`src/rtl/lsu_pkg.sv`:
```
// Shared encodings for the load/store unit: access sizes, FSM states and
// little-endian byte-lane positions, plus small decode helpers.
package lsu_pkg;

  localparam logic [1:0] SIZE_BYTE = 2'b00;
  localparam logic [1:0] SIZE_HALF = 2'b01;
  localparam logic [1:0] SIZE_WORD = 2'b10;
  localparam logic [1:0] SIZE_ILL  = 2'b11;

  localparam logic [1:0] ST_IDLE  = 2'b00;
  localparam logic [1:0] ST_READ  = 2'b01;
  localparam logic [1:0] ST_WRITE = 2'b10;
  localparam logic [1:0] ST_RESP  = 2'b11;

  localparam logic [4:0] LANE0_LSB = 5'd0;
  localparam logic [4:0] LANE1_LSB = 5'd8;
  localparam logic [4:0] LANE2_LSB = 5'd16;
  localparam logic [4:0] LANE3_LSB = 5'd24;

  // Bit position of the lowest bit of the lane at byte offset off.
  function automatic logic [4:0] lane_lsb(input logic [1:0] off);
    logic [4:0] lsb;
    case (off)
      2'd0:    lsb = LANE0_LSB;
      2'd1:    lsb = LANE1_LSB;
      2'd2:    lsb = LANE2_LSB;
      2'd3:    lsb = LANE3_LSB;
      default: lsb = LANE0_LSB;
    endcase
    return lsb;
  endfunction

  // Illegal size or misalignment for the given size and low address bits.
  function automatic logic access_error(input logic [1:0] size, input logic [1:0] off);
    logic err;
    case (size)
      SIZE_BYTE: err = 1'b0;
      SIZE_HALF: err = off[0];
      SIZE_WORD: err = (off != 2'b00);
      default:   err = 1'b1;
    endcase
    return err;
  endfunction

endpackage

```
`src/rtl/lsu_align.sv`:
```
// Combinational lane logic: extracts and extends load data, and merges
// sub-word store data into the previously read memory word.
module lsu_align
  import lsu_pkg::*;
(
  input  logic [31:0] rd_word_i,
  input  logic [31:0] base_word_i,
  input  logic [31:0] wdata_i,
  input  logic [1:0]  offset_i,
  input  logic [1:0]  size_i,
  input  logic        unsigned_i,
  output logic [31:0] ld_data_o,
  output logic [31:0] st_word_o
);

  logic [4:0]  byte_lsb_s;
  logic [4:0]  half_lsb_s;
  logic [7:0]  byte_s;
  logic [15:0] half_s;

  // Lane select, sign/zero extension and store merge.
  always_comb begin
    byte_lsb_s = lane_lsb(offset_i);
    half_lsb_s = lane_lsb({offset_i[1], 1'b0});
    byte_s     = rd_word_i[byte_lsb_s +: 8];
    half_s     = rd_word_i[half_lsb_s +: 16];
    ld_data_o  = 32'd0;
    st_word_o  = base_word_i;
    case (size_i)
      SIZE_BYTE: begin
        ld_data_o = unsigned_i ? {24'd0, byte_s} : {{24{byte_s[7]}}, byte_s};
        st_word_o[byte_lsb_s +: 8] = wdata_i[7:0];
      end
      SIZE_HALF: begin
        ld_data_o = unsigned_i ? {16'd0, half_s} : {{16{half_s[15]}}, half_s};
        st_word_o[half_lsb_s +: 16] = wdata_i[15:0];
      end
      SIZE_WORD: begin
        ld_data_o = rd_word_i;
        st_word_o = wdata_i;
      end
      default: begin
        ld_data_o = 32'd0;
        st_word_o = base_word_i;
      end
    endcase
  end

endmodule

```
`src/rtl/load_store_unit.sv`:
```
// Load/store unit: one request at a time over a word-wide data memory,
// using read-modify-write for byte and halfword stores.
module load_store_unit
  import lsu_pkg::*;
#(
  parameter int ADDR_W = 6
) (
  input  logic              clk,
  input  logic              rst,
  input  logic              req_valid,
  output logic              req_ready,
  input  logic              req_we,
  input  logic [31:0]       req_addr,
  input  logic [1:0]        req_size,
  input  logic              req_unsigned,
  input  logic [31:0]       req_wdata,
  output logic              rsp_valid,
  output logic [31:0]       rsp_rdata,
  output logic              rsp_err,
  output logic              mem_read,
  output logic              mem_write,
  output logic [ADDR_W-1:0] mem_addr,
  output logic [31:0]       mem_wdata,
  input  logic [31:0]       mem_rdata
);

  logic [1:0]        state_q, state_d;
  logic              we_q;
  logic [ADDR_W+1:0] addr_q;
  logic [1:0]        size_q;
  logic              uns_q;
  logic [31:0]       wdata_q;
  logic [31:0]       word_q;
  logic              rsp_valid_q;
  logic              rsp_err_q;
  logic [31:0]       rsp_rdata_q;
  logic              accept_s;
  logic              req_err_s;
  logic [31:0]       ld_data_s;
  logic [31:0]       st_word_s;

  assign req_ready = (state_q == ST_IDLE);
  assign accept_s  = req_valid && req_ready;
  assign req_err_s = access_error(req_size, req_addr[1:0]) ||
                     ((req_addr >> (ADDR_W + 2)) != 32'd0);

  // Gated by rst so a reset mid-operation never commits a partial store.
  assign mem_read  = (state_q == ST_READ)  && !rst;
  assign mem_write = (state_q == ST_WRITE) && !rst;
  assign mem_addr  = addr_q[ADDR_W+1:2];
  assign mem_wdata = st_word_s;

  assign rsp_valid = rsp_valid_q;
  assign rsp_err   = rsp_err_q;
  assign rsp_rdata = rsp_rdata_q;

  lsu_align u_align (
    .rd_word_i   (mem_rdata),
    .base_word_i (word_q),
    .wdata_i     (wdata_q),
    .offset_i    (addr_q[1:0]),
    .size_i      (size_q),
    .unsigned_i  (uns_q),
    .ld_data_o   (ld_data_s),
    .st_word_o   (st_word_s)
  );

  // Next-state decode.
  always_comb begin
    state_d = state_q;
    case (state_q)
      ST_IDLE: begin
        if (accept_s) begin
          if (req_err_s)                   state_d = ST_RESP;
          else if (!req_we)                state_d = ST_READ;
          else if (req_size == SIZE_WORD)  state_d = ST_WRITE;
          else                             state_d = ST_READ;
        end else begin
          state_d = ST_IDLE;
        end
      end
      ST_READ: begin
        if (we_q) state_d = ST_WRITE;
        else      state_d = ST_RESP;
      end
      ST_WRITE: state_d = ST_RESP;
      ST_RESP:  state_d = ST_IDLE;
      default:  state_d = ST_IDLE;
    endcase
  end

  // State, captured request, read word and response registers.
  always_ff @(posedge clk) begin
    if (rst) begin
      state_q     <= ST_IDLE;
      we_q        <= 1'b0;
      addr_q      <= {(ADDR_W+2){1'b0}};
      size_q      <= SIZE_BYTE;
      uns_q       <= 1'b0;
      wdata_q     <= 32'd0;
      word_q      <= 32'd0;
      rsp_valid_q <= 1'b0;
      rsp_err_q   <= 1'b0;
      rsp_rdata_q <= 32'd0;
    end else begin
      state_q <= state_d;
      if (accept_s) begin
        we_q    <= req_we;
        addr_q  <= req_addr[ADDR_W+1:0];
        size_q  <= req_size;
        uns_q   <= req_unsigned;
        wdata_q <= req_wdata;
      end
      if (state_q == ST_READ) begin
        word_q <= mem_rdata;
      end
      rsp_valid_q <= (state_d == ST_RESP);
      // Response fields change only when entering RESP, otherwise they hold.
      if (state_d == ST_RESP) begin
        rsp_err_q   <= (state_q == ST_IDLE);
        rsp_rdata_q <= (state_q == ST_READ && !we_q) ? ld_data_s : 32'd0;
      end
    end
  end

endmodule

```
`config.mk`:
```
export PLATFORM = sky130hd
export DESIGN_NAME = load_store_unit
export DESIGN_NICKNAME = d
export VERILOG_FILES = /design/src/rtl/lsu_pkg.sv /design/src/rtl/lsu_align.sv /design/src/rtl/load_store_unit.sv
export SDC_FILE = /design/constraint.sdc
export NUM_CORES = 1
export LEC_CHECK = 0
export ABC_AREA = 1
export CAP_MARGIN = 20
export CORE_MARGIN = 2
export CORE_UTILIZATION = 45
export DETAILED_ROUTE_END_ITERATION = 6
export PLACE_DENSITY = 0.82
export SYNTH_ARGS = -nofsm -noshare
export SYNTH_HDL_FRONTEND = slang
export SYNTH_SLANG_ARGS = --single-unit
export TNS_END_PERCENT = 1
```
`constraint.sdc`:
```
create_clock -name clk -period 4.3 [get_ports clk]
set_clock_uncertainty 0.15 [all_clocks]
set_input_delay 1.075 -clock clk [delete_from_list [all_inputs] [get_ports clk]]
set_output_delay 1.075 -clock clk [all_outputs]
set_load 0.005 [all_outputs]
```
==> results of run 1 <==
## power by group
part / switching [W] / internal, W
Clock: 0.000387 / 0.000409
Combinational: 0.000533 / 0.000382
Sequential: 0.0000550 / 0.00114
Total: 0.000976 / 0.00193
## cells by family after synthesis
logic type / synth area share, %
simple gates: 20.02
compound gates: 29.82
buf+inv: 12.09
flops: 36.06
fa+ha+maj: 2.012
## per-stage QoR
stage / hold slack [ps] / instances / total power [W] / setup WS [ps] / utilization, %
after detailed placement: 310.2 / 1216 / 0.002112 / 785.6 / 59.88
after global routing: 340.1 / 1231 / 0.003059 / 92.18 / 61.90
after CTS: 321.1 / 1231 / 0.002900 / 369.7 / 61.90
after floorplan: 293.8 / 913 / 0.001756 / 1226 / -
final: 321.4 / 1231 / 0.002902 / 354.5 / 61.90
after global placement: 304.1 / 1216 / 0.002100 / 802.0 / 59.88
## sequential cells by signal, summed over array words and instances (netlist names)
register and cells:
wdata_q 32, rsp_rdata 32, word_q 32, addr_q 8
state_q 2, we_q 1, rsp_err 1, uns_q 1
rsp_valid 1, size_q 2
## critical path, cell delays in order, from the launching register on
cell and delay, ps:
dfxtp_1 440, inv_1 180, ha_1 350, nand2_1 50, nor2_1 370, nand3_1 110
o21ai_0 110, nand2_1 90, o2111ai_1 130, clkdlybuf4s50_1 550
## layer usage
layer / global-route usage (%) / up-vias
met5: 0 / -
met4: 9.698 / 0
met3: 5.618 / 55
met2: 41.01 / 345
met1: 35.45 / 2938
li1: - / 3268
## worst paths after layout
kind                startpoint       endpoint  slack, ps  cells past startpoint
hold reg to reg   rsp_rdata[6]   rsp_rdata[6]        320                      2
setup reg to reg     addr_q[1]   rsp_rdata[8]       1540                     12
setup / recovery     addr_q[1]  mem_wdata[18]        350                      9
hold / removal    rsp_rdata[6]   rsp_rdata[6]        320                      2
## final cells by class
type | instances | area share [%]
multi-input combinational | 620 | 39.05
sequential | 112 | 27.14
timing repair buffer | 189 | 22.47
inverter | 119 | 5.406
clock buffer | 11 | 2.938
tap | 176 | 2.665
clock inverter | 4 | 0.3331
## cells in the mapped netlist, drive strengths merged
cell type,n
inv,118
and2,2
clkbuf,29
dfxtp,112
o31ai,6
buf,33
clkinv,1
o22ai,16
a21oi,119
nor2,82
o221ai,8
o2111ai,14
o21ai,111
a41oi,1
o211ai,7
nand3,23
nand2,203
a22oi,18
ha,10
==> impl_metrics.csv, run 1 <==
group,metric,value,unit
timing,setup_viol,0,
route,dr.pass1.iters,5,
route,wl_met3,1730,microns
synthesis,ys_types,30,
clocking,ctsHoldBuffers,0,
place,postPlaceCellArea,7993,sq um
layout,final_cell_area,8263,sq um
clocking,post_cts_resized,0,
clocking,clockBufferDepth,2,
setup_path,arrival,2720,ps
synthesis,synth_top_cell_by_area,"dfxtp_1",
place,io_buffers,177,
synthesis,synth_warnings,0,
setup_path,critPathRequiredTime,3070,ps
timing,min_period,3945,ps
route,drc,0,
synthesis,syn_area,6218,sq um
route,wl_met2,8415,microns
synthesis,avgSynthCellArea,6.811,sq um
route,num_vias,6606,
route,met1_length,8314,microns
route,wl,19130,microns
timing,hold_violations,0,
die,dieHeight,121.6,microns
power_and_ir_drop,power_leakage,3.129,nW
timing,finalCritPeriodShare,91.76,%
status,status,"completed",
timing,slew_viol_final,0,
layout,area.growth.synth_to_final,32.88,%
layout,num-fill-cells,1230,
power_and_ir_drop,powerDensity,351.2,nW/um^2
place,place.detailed.hpwl,14060,microns
grt,grt_pass1_vias,6214,
timing,max_freq,0.2535,GHz
clocking,cts_num_sinks,112,
die,dieArea,14780,sq um
grt,antenna_found_initial,0,
route,wire_per_inst,15.54,microns
synthesis,ys_seq_area_share,36.06,%
layout,drive_gt1_share,8.246,%
layout,seq_area,2242,sq um
layout,final_cell_mix,"nand2_1 (198), clkdlybuf4s50_1 (176), inv_1 (112), dfxtp_1 (112), o21ai_0 (107)",
route,highest_layer,"met4",
clocking,cts_tree,"built",
setup_path,cp_max_fo,8,
layout,final_common_cell,"nand2_1",
synthesis,ys_seq_elements,112,
grt,grt.overflow.total,0,
timing,max_slew_margin,33.30,%
die,rows,42,
grt,grt_pass1_wl,31020,microns
grt,grt_max_degree,78,
route,ant_nets,0,
layout,num-nets-final,1164,
synthesis,syn_inst,913,
clocking,cts_setup_buffers,0,
place,gp_congestion,0.9128,
power_and_ir_drop,peakVddDrop,256.1,uV
run,cap_violations,0,
timing,worst_pin_slew,999.4,ps
grt,grtUsageTotal,26.14,%
clocking,cts_htree_levels,3,
setup_path,cp-start-kind,"register",
layout,n_antenna_cell,0,
clocking,cts_buffers,9,
clocking,clock_latency,350,ps
clocking,clkTransAtPathRegs,70,ps
synthesis,yosysTopAreaCellShare,36.06,%
layout,multiInputGateArea,3227,sq um
die,start_util,46.59,%
setup_path,crit_path_end_kind,"output port",
synthesis,yosys-top-cells-area,"dfxtp_1 (36%), nand2_1 (12%), o21ai_0 (8.6%), inv_1 (6.8%), a21oi_1 (6.4%)",
synthesis,synth_nets,1026,
setup_path,crit_type,"register to output port",
timing,rsz0062_at_grt,"no",
die,die_w,121.6,microns
timing,setup_tns,0,ps
die,io_pins,178,
worst_hold_path,hold_class,"register to register",
clocking,root_buffer,"clkbuf_16",
route,drtIter0Drc,580,
route,viasPerCell,5.366,
die,design.core.area,13350,sq um
Note: power is estimated with default switching activity, not from simulation.
==> inputs of run 2 (changes only) <==
--- a/config.mk
+++ b/config.mk
@@ -6,11 +6,14 @@
 export NUM_CORES = 1
 export LEC_CHECK = 0
 export ABC_AREA = 1
+export ABC_CLOCK_PERIOD_IN_PS = 4300
 export CAP_MARGIN = 20
 export CORE_MARGIN = 2
 export CORE_UTILIZATION = 45
+export CTS_CLUSTER_SIZE = 8
 export DETAILED_ROUTE_END_ITERATION = 6
 export PLACE_DENSITY = 0.82
+export SLEW_MARGIN = 0
 export SYNTH_ARGS = -nofsm -noshare
 export SYNTH_HDL_FRONTEND = slang
 export SYNTH_SLANG_ARGS = --single-unit
==> results of run 2 <==
Final layout, timing and power as in run 1 (identical DEF).
